$ cat config.mk
export PLATFORM = sky130hd
export DESIGN_NAME = mdu
export DESIGN_NICKNAME = d
export VERILOG_FILES = /design/src/rtl/mdu_pkg.sv /design/src/rtl/mdu_div_step.sv /design/src/rtl/mdu.sv
export SDC_FILE = /design/constraint.sdc
export NUM_CORES = 1
export LEC_CHECK = 0
export BUFFER_PORTS_ARGS = -buffer_cell sky130_fd_sc_hd__buf_2
export CORE_ASPECT_RATIO = 1.2
export CORE_UTILIZATION = 55
export CTS_CLUSTER_DIAMETER = 120
export DETAILED_ROUTE_END_ITERATION = 10
export PLACE_DENSITY = 0.76
export SLEW_MARGIN = 20
export SYNTH_ARGS = -nofsm -noshare
export SYNTH_HDL_FRONTEND = slang
export SYNTH_SLANG_ARGS = --single-unit
$ cat constraint.sdc
create_clock -name clk -period 6.6 [get_ports clk]
set_clock_uncertainty 0.2 [all_clocks]
set_input_delay 1.32 -clock clk [delete_from_list [all_inputs] [get_ports clk]]
set_output_delay 1.32 -clock clk [all_outputs]
set_load 0.005 [all_outputs]
$ cat src/rtl/mdu_pkg.sv
// Shared types and opcode decode helpers for the iterative multiply/divide unit.
package mdu_pkg;

    typedef enum logic [1:0] {
        OP_MULT  = 2'b00,
        OP_MULTU = 2'b01,
        OP_DIV   = 2'b10,
        OP_DIVU  = 2'b11
    } mdu_op_e;

    typedef enum logic {
        S_IDLE = 1'b0,
        S_CALC = 1'b1
    } state_e;

    function automatic logic is_signed(input mdu_op_e op);
        return (op == OP_MULT) || (op == OP_DIV);
    endfunction

    function automatic logic is_div(input mdu_op_e op);
        return (op == OP_DIV) || (op == OP_DIVU);
    endfunction

endpackage

$ cat src/rtl/mdu_div_step.sv
// One restoring-division iteration: shift in a dividend bit, subtract the divisor if it fits.
module mdu_div_step #(
    parameter int unsigned N = 32
) (
    input  logic [N-1:0] rem_i,
    input  logic         dbit_i,
    input  logic [N-1:0] divisor_i,
    output logic [N-1:0] rem_o,
    output logic         qbit_o
);

    logic [N:0] trial;
    logic [N:0] diff;

    // rem_i < divisor keeps a successful difference within N bits
    always_comb begin
        trial  = {rem_i, dbit_i};
        diff   = trial - {1'b0, divisor_i};
        qbit_o = ~diff[N];
        rem_o  = qbit_o ? diff[N-1:0] : trial[N-1:0];
    end

endmodule

$ cat src/rtl/mdu.sv
// Iterative MIPS multiply/divide unit: one bit per cycle on magnitudes, sign fix at writeback.
module mdu
    import mdu_pkg::*;
#(
    parameter int unsigned N = 32
) (
    input  logic         clk,
    input  logic         reset_n,
    input  logic         start,
    input  logic [1:0]   op,
    input  logic [N-1:0] src1,
    input  logic [N-1:0] src2,
    input  logic         hi_we,
    input  logic         lo_we,
    input  logic [N-1:0] wdata,
    output logic         busy,
    output logic         done,
    output logic         div_zero,
    output logic [N-1:0] hi,
    output logic [N-1:0] lo
);

    localparam int unsigned CW = $clog2(N);

    state_e           state_q, state_d;
    logic [CW-1:0]    cnt_q, cnt_d;
    mdu_op_e          op_q, op_d;
    logic [N-1:0]     opd_q, opd_d;
    logic [2*N-1:0]   acc_q, acc_d;
    logic             neg_a_q, neg_a_d;
    logic             neg_b_q, neg_b_d;
    logic             zero_q, zero_d;
    logic             done_q, done_d;
    logic             dz_q, dz_d;
    logic [N-1:0]     hi_q, hi_d;
    logic [N-1:0]     lo_q, lo_d;

    logic             src1_neg, src2_neg;
    logic [N-1:0]     src1_mag, src2_mag;
    logic [N:0]       mul_sum;
    logic [N-1:0]     div_rem;
    logic             div_qbit;
    logic [2*N-1:0]   step;
    logic [2*N-1:0]   prod_fix;
    logic [N-1:0]     quo_fix, rem_fix;

    mdu_div_step #(.N(N)) u_div_step (
        .rem_i     (acc_q[2*N-1:N]),
        .dbit_i    (acc_q[N-1]),
        .divisor_i (opd_q),
        .rem_o     (div_rem),
        .qbit_o    (div_qbit)
    );

    // Operand magnitudes; -2^(N-1) maps onto itself as an unsigned value
    always_comb begin
        src1_neg = is_signed(mdu_op_e'(op)) & src1[N-1];
        src2_neg = is_signed(mdu_op_e'(op)) & src2[N-1];
        src1_mag = src1_neg ? (~src1 + N'(1)) : src1;
        src2_mag = src2_neg ? (~src2 + N'(1)) : src2;
    end

    // Multiply accumulates into the upper half and shifts the multiplier out of the lower half;
    // divide keeps the remainder above and shifts quotient bits in below the dividend.
    always_comb begin
        mul_sum  = {1'b0, acc_q[2*N-1:N]} + (acc_q[0] ? {1'b0, opd_q} : '0);
        step     = is_div(op_q) ? {div_rem, acc_q[N-2:0], div_qbit}
                                : {mul_sum, acc_q[N-1:1]};
        prod_fix = (neg_a_q ^ neg_b_q) ? (~step + (2*N)'(1)) : step;
        quo_fix  = zero_q ? '1
                 : ((neg_a_q ^ neg_b_q) ? (~step[N-1:0] + N'(1)) : step[N-1:0]);
        rem_fix  = neg_a_q ? (~step[2*N-1:N] + N'(1)) : step[2*N-1:N];
    end

    always_comb begin
        state_d = state_q;
        cnt_d   = cnt_q;
        op_d    = op_q;
        opd_d   = opd_q;
        acc_d   = acc_q;
        neg_a_d = neg_a_q;
        neg_b_d = neg_b_q;
        zero_d  = zero_q;
        done_d  = 1'b0;
        dz_d    = dz_q;
        hi_d    = hi_q;
        lo_d    = lo_q;
        unique case (state_q)
            S_IDLE: begin
                if (hi_we) hi_d = wdata;
                if (lo_we) lo_d = wdata;
                if (start) begin
                    state_d = S_CALC;
                    cnt_d   = '0;
                    op_d    = mdu_op_e'(op);
                    neg_a_d = src1_neg;
                    neg_b_d = src2_neg;
                    zero_d  = (src2 == '0);
                    opd_d   = is_div(mdu_op_e'(op)) ? src2_mag : src1_mag;
                    acc_d   = is_div(mdu_op_e'(op)) ? {{N{1'b0}}, src1_mag}
                                                    : {{N{1'b0}}, src2_mag};
                end
            end
            S_CALC: begin
                acc_d = step;
                cnt_d = cnt_q + CW'(1);
                if (cnt_q == CW'(N - 1)) begin
                    state_d = S_IDLE;
                    done_d  = 1'b1;
                    if (is_div(op_q)) begin
                        hi_d = rem_fix;
                        lo_d = quo_fix;
                        dz_d = zero_q;
                    end else begin
                        hi_d = prod_fix[2*N-1:N];
                        lo_d = prod_fix[N-1:0];
                    end
                end
            end
            default: state_d = S_IDLE;
        endcase
    end

    always_ff @(posedge clk) begin
        if (!reset_n) begin
            state_q <= S_IDLE;
            cnt_q   <= '0;
            op_q    <= OP_MULT;
            opd_q   <= '0;
            acc_q   <= '0;
            neg_a_q <= 1'b0;
            neg_b_q <= 1'b0;
            zero_q  <= 1'b0;
            done_q  <= 1'b0;
            dz_q    <= 1'b0;
            hi_q    <= '0;
            lo_q    <= '0;
        end else begin
            state_q <= state_d;
            cnt_q   <= cnt_d;
            op_q    <= op_d;
            opd_q   <= opd_d;
            acc_q   <= acc_d;
            neg_a_q <= neg_a_d;
            neg_b_q <= neg_b_d;
            zero_q  <= zero_d;
            done_q  <= done_d;
            dz_q    <= dz_d;
            hi_q    <= hi_d;
            lo_q    <= lo_d;
        end
    end

    assign busy     = (state_q == S_CALC);
    assign done     = done_q;
    assign div_zero = dz_q;
    assign hi       = hi_q;
    assign lo       = lo_q;

endmodule

==> key figures <==
Run status
  – Status: complete, no violations

Critical path
  – Worst stage delay on the critical path: approximately 0.56 ns
  – CP top delay family: simple AND/OR/NAND/NOR gates
  – CP arrival: ~6.4 ns
  – CP Max Fanout: 6
  – Critical Path RT: between 6 and 7 ns
  – Worst Setup End Kind: register
  – Type of origin of the critical path: register
  – CP max-delay cell: or4b_1
  – Worst Path Buf+Inv: 4
  – Critical path type: reg2reg

GRT
  – Gr usage total: 42.0%
  – Vias in the first global route: approximately 17,000
  – Largest net degree at the start of global routing: 98
  – Antenna violations before repair: 1
  – Total grt overflow: 0
  – First-pass GRT wire length: about 96,000 microns

Yosys
  – Seq/Total Area, Yosys: between 20% and 30%
  – Syn Nets: roughly 2,400
  – Synth Area per Inst: 7.16 sq um
  – Synth cell types: between 90 and 100
  – Largest cells by area after synthesis: dfxtp_1 (22%), a21oi_1 (6.8%), ha_1 (5.5%), nor2_1 (5.1%), nand2_1 (4.9%)
  – Prevailing post-synth register cell: dfxtp_1
  – Synth Instances: 2,234
  – Post-synth EDFFs: 0
  – FF+latch count, synth: between 150 and 200
  – Ys Warns: 0
  – Most common cell in the netlist: nor2_1
  – Most frequent cells after synthesis: nor2_1 (219), a21oi_1 (218), nand2_1 (207)
  – Async set or reset register ratio after synthesis: 0%
  – Area leader, netlist: dfxtp_1
  – Synthesized area: 16,000 sq um
  – Top-area cell type share of the netlist area: a little over a fifth

Floorplan
  – DIE HEIGHT: roughly 190 microns
  – Die area: roughly 30,000 sq um
  – Row count: between 60 and 70
  – I/O pin count: 170
  – Die W: roughly 160 microns
  – Core area: 28,700 sq um
  – Initial core utilization: a little under three fifths

CTS
  – CTS tree: built
  – CTS clk-pin slew, worst paths: approximately 0.080 ns
  – Maximum clock path buffer count: 2
  – Htree depth: 4
  – CTS Buf Count: 17
  – Clk sinks: 172
  – Clk root buf: clkbuf_16
  – Latest clock arrival within the worst-skew pair: between 0.4 and 0.5 ns

Flow run
  – Max-cap violations: 0

Placement
  – Placed Instance Area: around 17,000 sq um
  – DPL Wire Length: between 40,000 and 50,000 microns
  – IO Port Bufs: approximately 170
  – Placer Congestion: around 1.0

Hold path
  – Min-Delay Path Class: reg2reg

Routing
  – Starting DRT DRC Count: 1,961
  – DRT Pass-1 Iters: 6
  – WL per Instance: 23.0 microns
  – Via/cell ratio: around 6.7
  – ANT nets after route: 0
  – # DRC: 0
  – DR vias: roughly 18,000
  – Post-Route WL: between 60,000 and 70,000 microns

STA
  – Worst slew margin: between 20 and 25%
  – Final setup fails: 0
  – F_max: 161 MHz
  – Final Max Slew Viols: 0
  – Setup TNS: 0 ns
  – Setup repair after global routing missed its margin: no
  – Tcrit/Tclk final: between 90% and 100%
  – Final Hold Viols: 0
  – Tightest Pin Transition: 1.15 ns
  – Post-route minimum period: 6.20 ns

Pwr
  – PD cells: 199 nW/um^2
  – P_leak: between 7 and 8 nW
  – Peak supply drop: ~0.00017 V

Layout
  – Layout net count: 2,493
  – Antenna Cells: 0
  – Design Area, Final: between 15,000 and 20,000 sq um
  – Fraction of layout cells with a size suffix above 1: about an eighth
  – Synthesis-to-finish area growth: 10.9%
## routing by layer
metal	GRT usage (%)	vias to the layer above	routed length, microns
met5	0	-	0
met3	6.60	221	5560
li1	-	8421	-
met4	28.9	0	4760
met2	65.5	1036	27800
met1	52.6	8495	24200
## power breakdown
group          switching (mW)  internal [mW]
Clock                   0.544          0.515
Combinational           0.843          0.450
Sequential             0.0772           1.11
## cells by family (layout without fill, tap and decap cells)
kind of cell,Yosys count,after routing,share of synthesized area (%)
and+or+nand+nor,788,788,24.4
AOI/OAI and AO/OA,782,782,31.8
buffers and inverters,226,323,5.46
DFF,172,172,21.5
xor gates and xnor gates,138,138,7.56
adders and majority gates,72,72,5.73
muxes,56,56,3.54
## worst min-delay path, cell delays in order, from the launching register on
cell     delay (ns)
dfxtp_1        0.32
nand2_1        0.05
a21oi_1        0.05
## timing repair
item	CTS	global route
hold buffers	0	0
endpoints found under the setup margin	0	8
gates resized for setup	0	2
buffers inserted	0	2
## final timing paths
check        cells past startpoint                   start                     to  slack, ns
max                             25  acc_q[31]$_SDFFE_PN0P_    hi[22]$_SDFFE_PN0P_       0.40
min reg2reg                      2   opd_q[1]$_SDFFE_PN0P_  opd_q[1]$_SDFFE_PN0P_       0.27
max reg2reg                     25  acc_q[31]$_SDFFE_PN0P_    hi[22]$_SDFFE_PN0P_       0.40
min                              2   opd_q[1]$_SDFFE_PN0P_  opd_q[1]$_SDFFE_PN0P_       0.27
## sequential cells by signal (all words and copies together) (netlist names)
name,flops
neg_b_q,1
cnt_q,5
done,1
zero_q,1
opd_q,32
busy,1
op_q,1
neg_a_q,1
acc_q,64
hi,32
div_zero,1
lo,32
## cells in the final DEF, fill, tap and decap left out, types with 17 or more instances in the layout
cell,instances
a21oi_1,218
nor2_1,217
nand2_1,207
dfxtp_1,170
buf_2,169
o21ai_0,151
a211oi_1,92
xnor2_1,72
inv_1,70
ha_1,70
a31oi_1,67
xor2_1,66
nor3_1,62
mux2i_1,52
o211ai_1,48
buf_4,48
and3_1,46
and2_1,46
a21o_1,39
nand3_1,37
or3_1,30
nor2b_1,29
nor4_1,19
nand4_1,17
o21a_1,17
clkbuf_16,17
## metrics by stage
step | total power, mW | util, % | cells | hold WS, ns | setup WS, ns
after floorplan | 2.03 | - | 2234 | 0.240 | 0.946
after global routing | 3.67 | 61.9 | 2716 | 0.284 | 0.0315
after global placement | 2.43 | 59.6 | 2682 | 0.250 | 0.472
final | 3.54 | 61.9 | 2716 | 0.268 | 0.397
after CTS | 3.48 | 61.7 | 2714 | 0.264 | 0.243
after detailed placement | 2.45 | 59.6 | 2682 | 0.255 | 0.259
## final cells by class
class / instances / area (sq um)
Clock inverter: 14 / 170
Tap cell: 385 / 482
Timing Repair Buffer: 217 / 1210
Multi-Input combinational cell: 1836 / 11700
Inverter: 74 / 279
Clock buffer: 18 / 429
Fill cell: 2729 / 10900
Sequential cell: 172 / 3450
No activity file was read; power rests on OpenSTA's default activity.
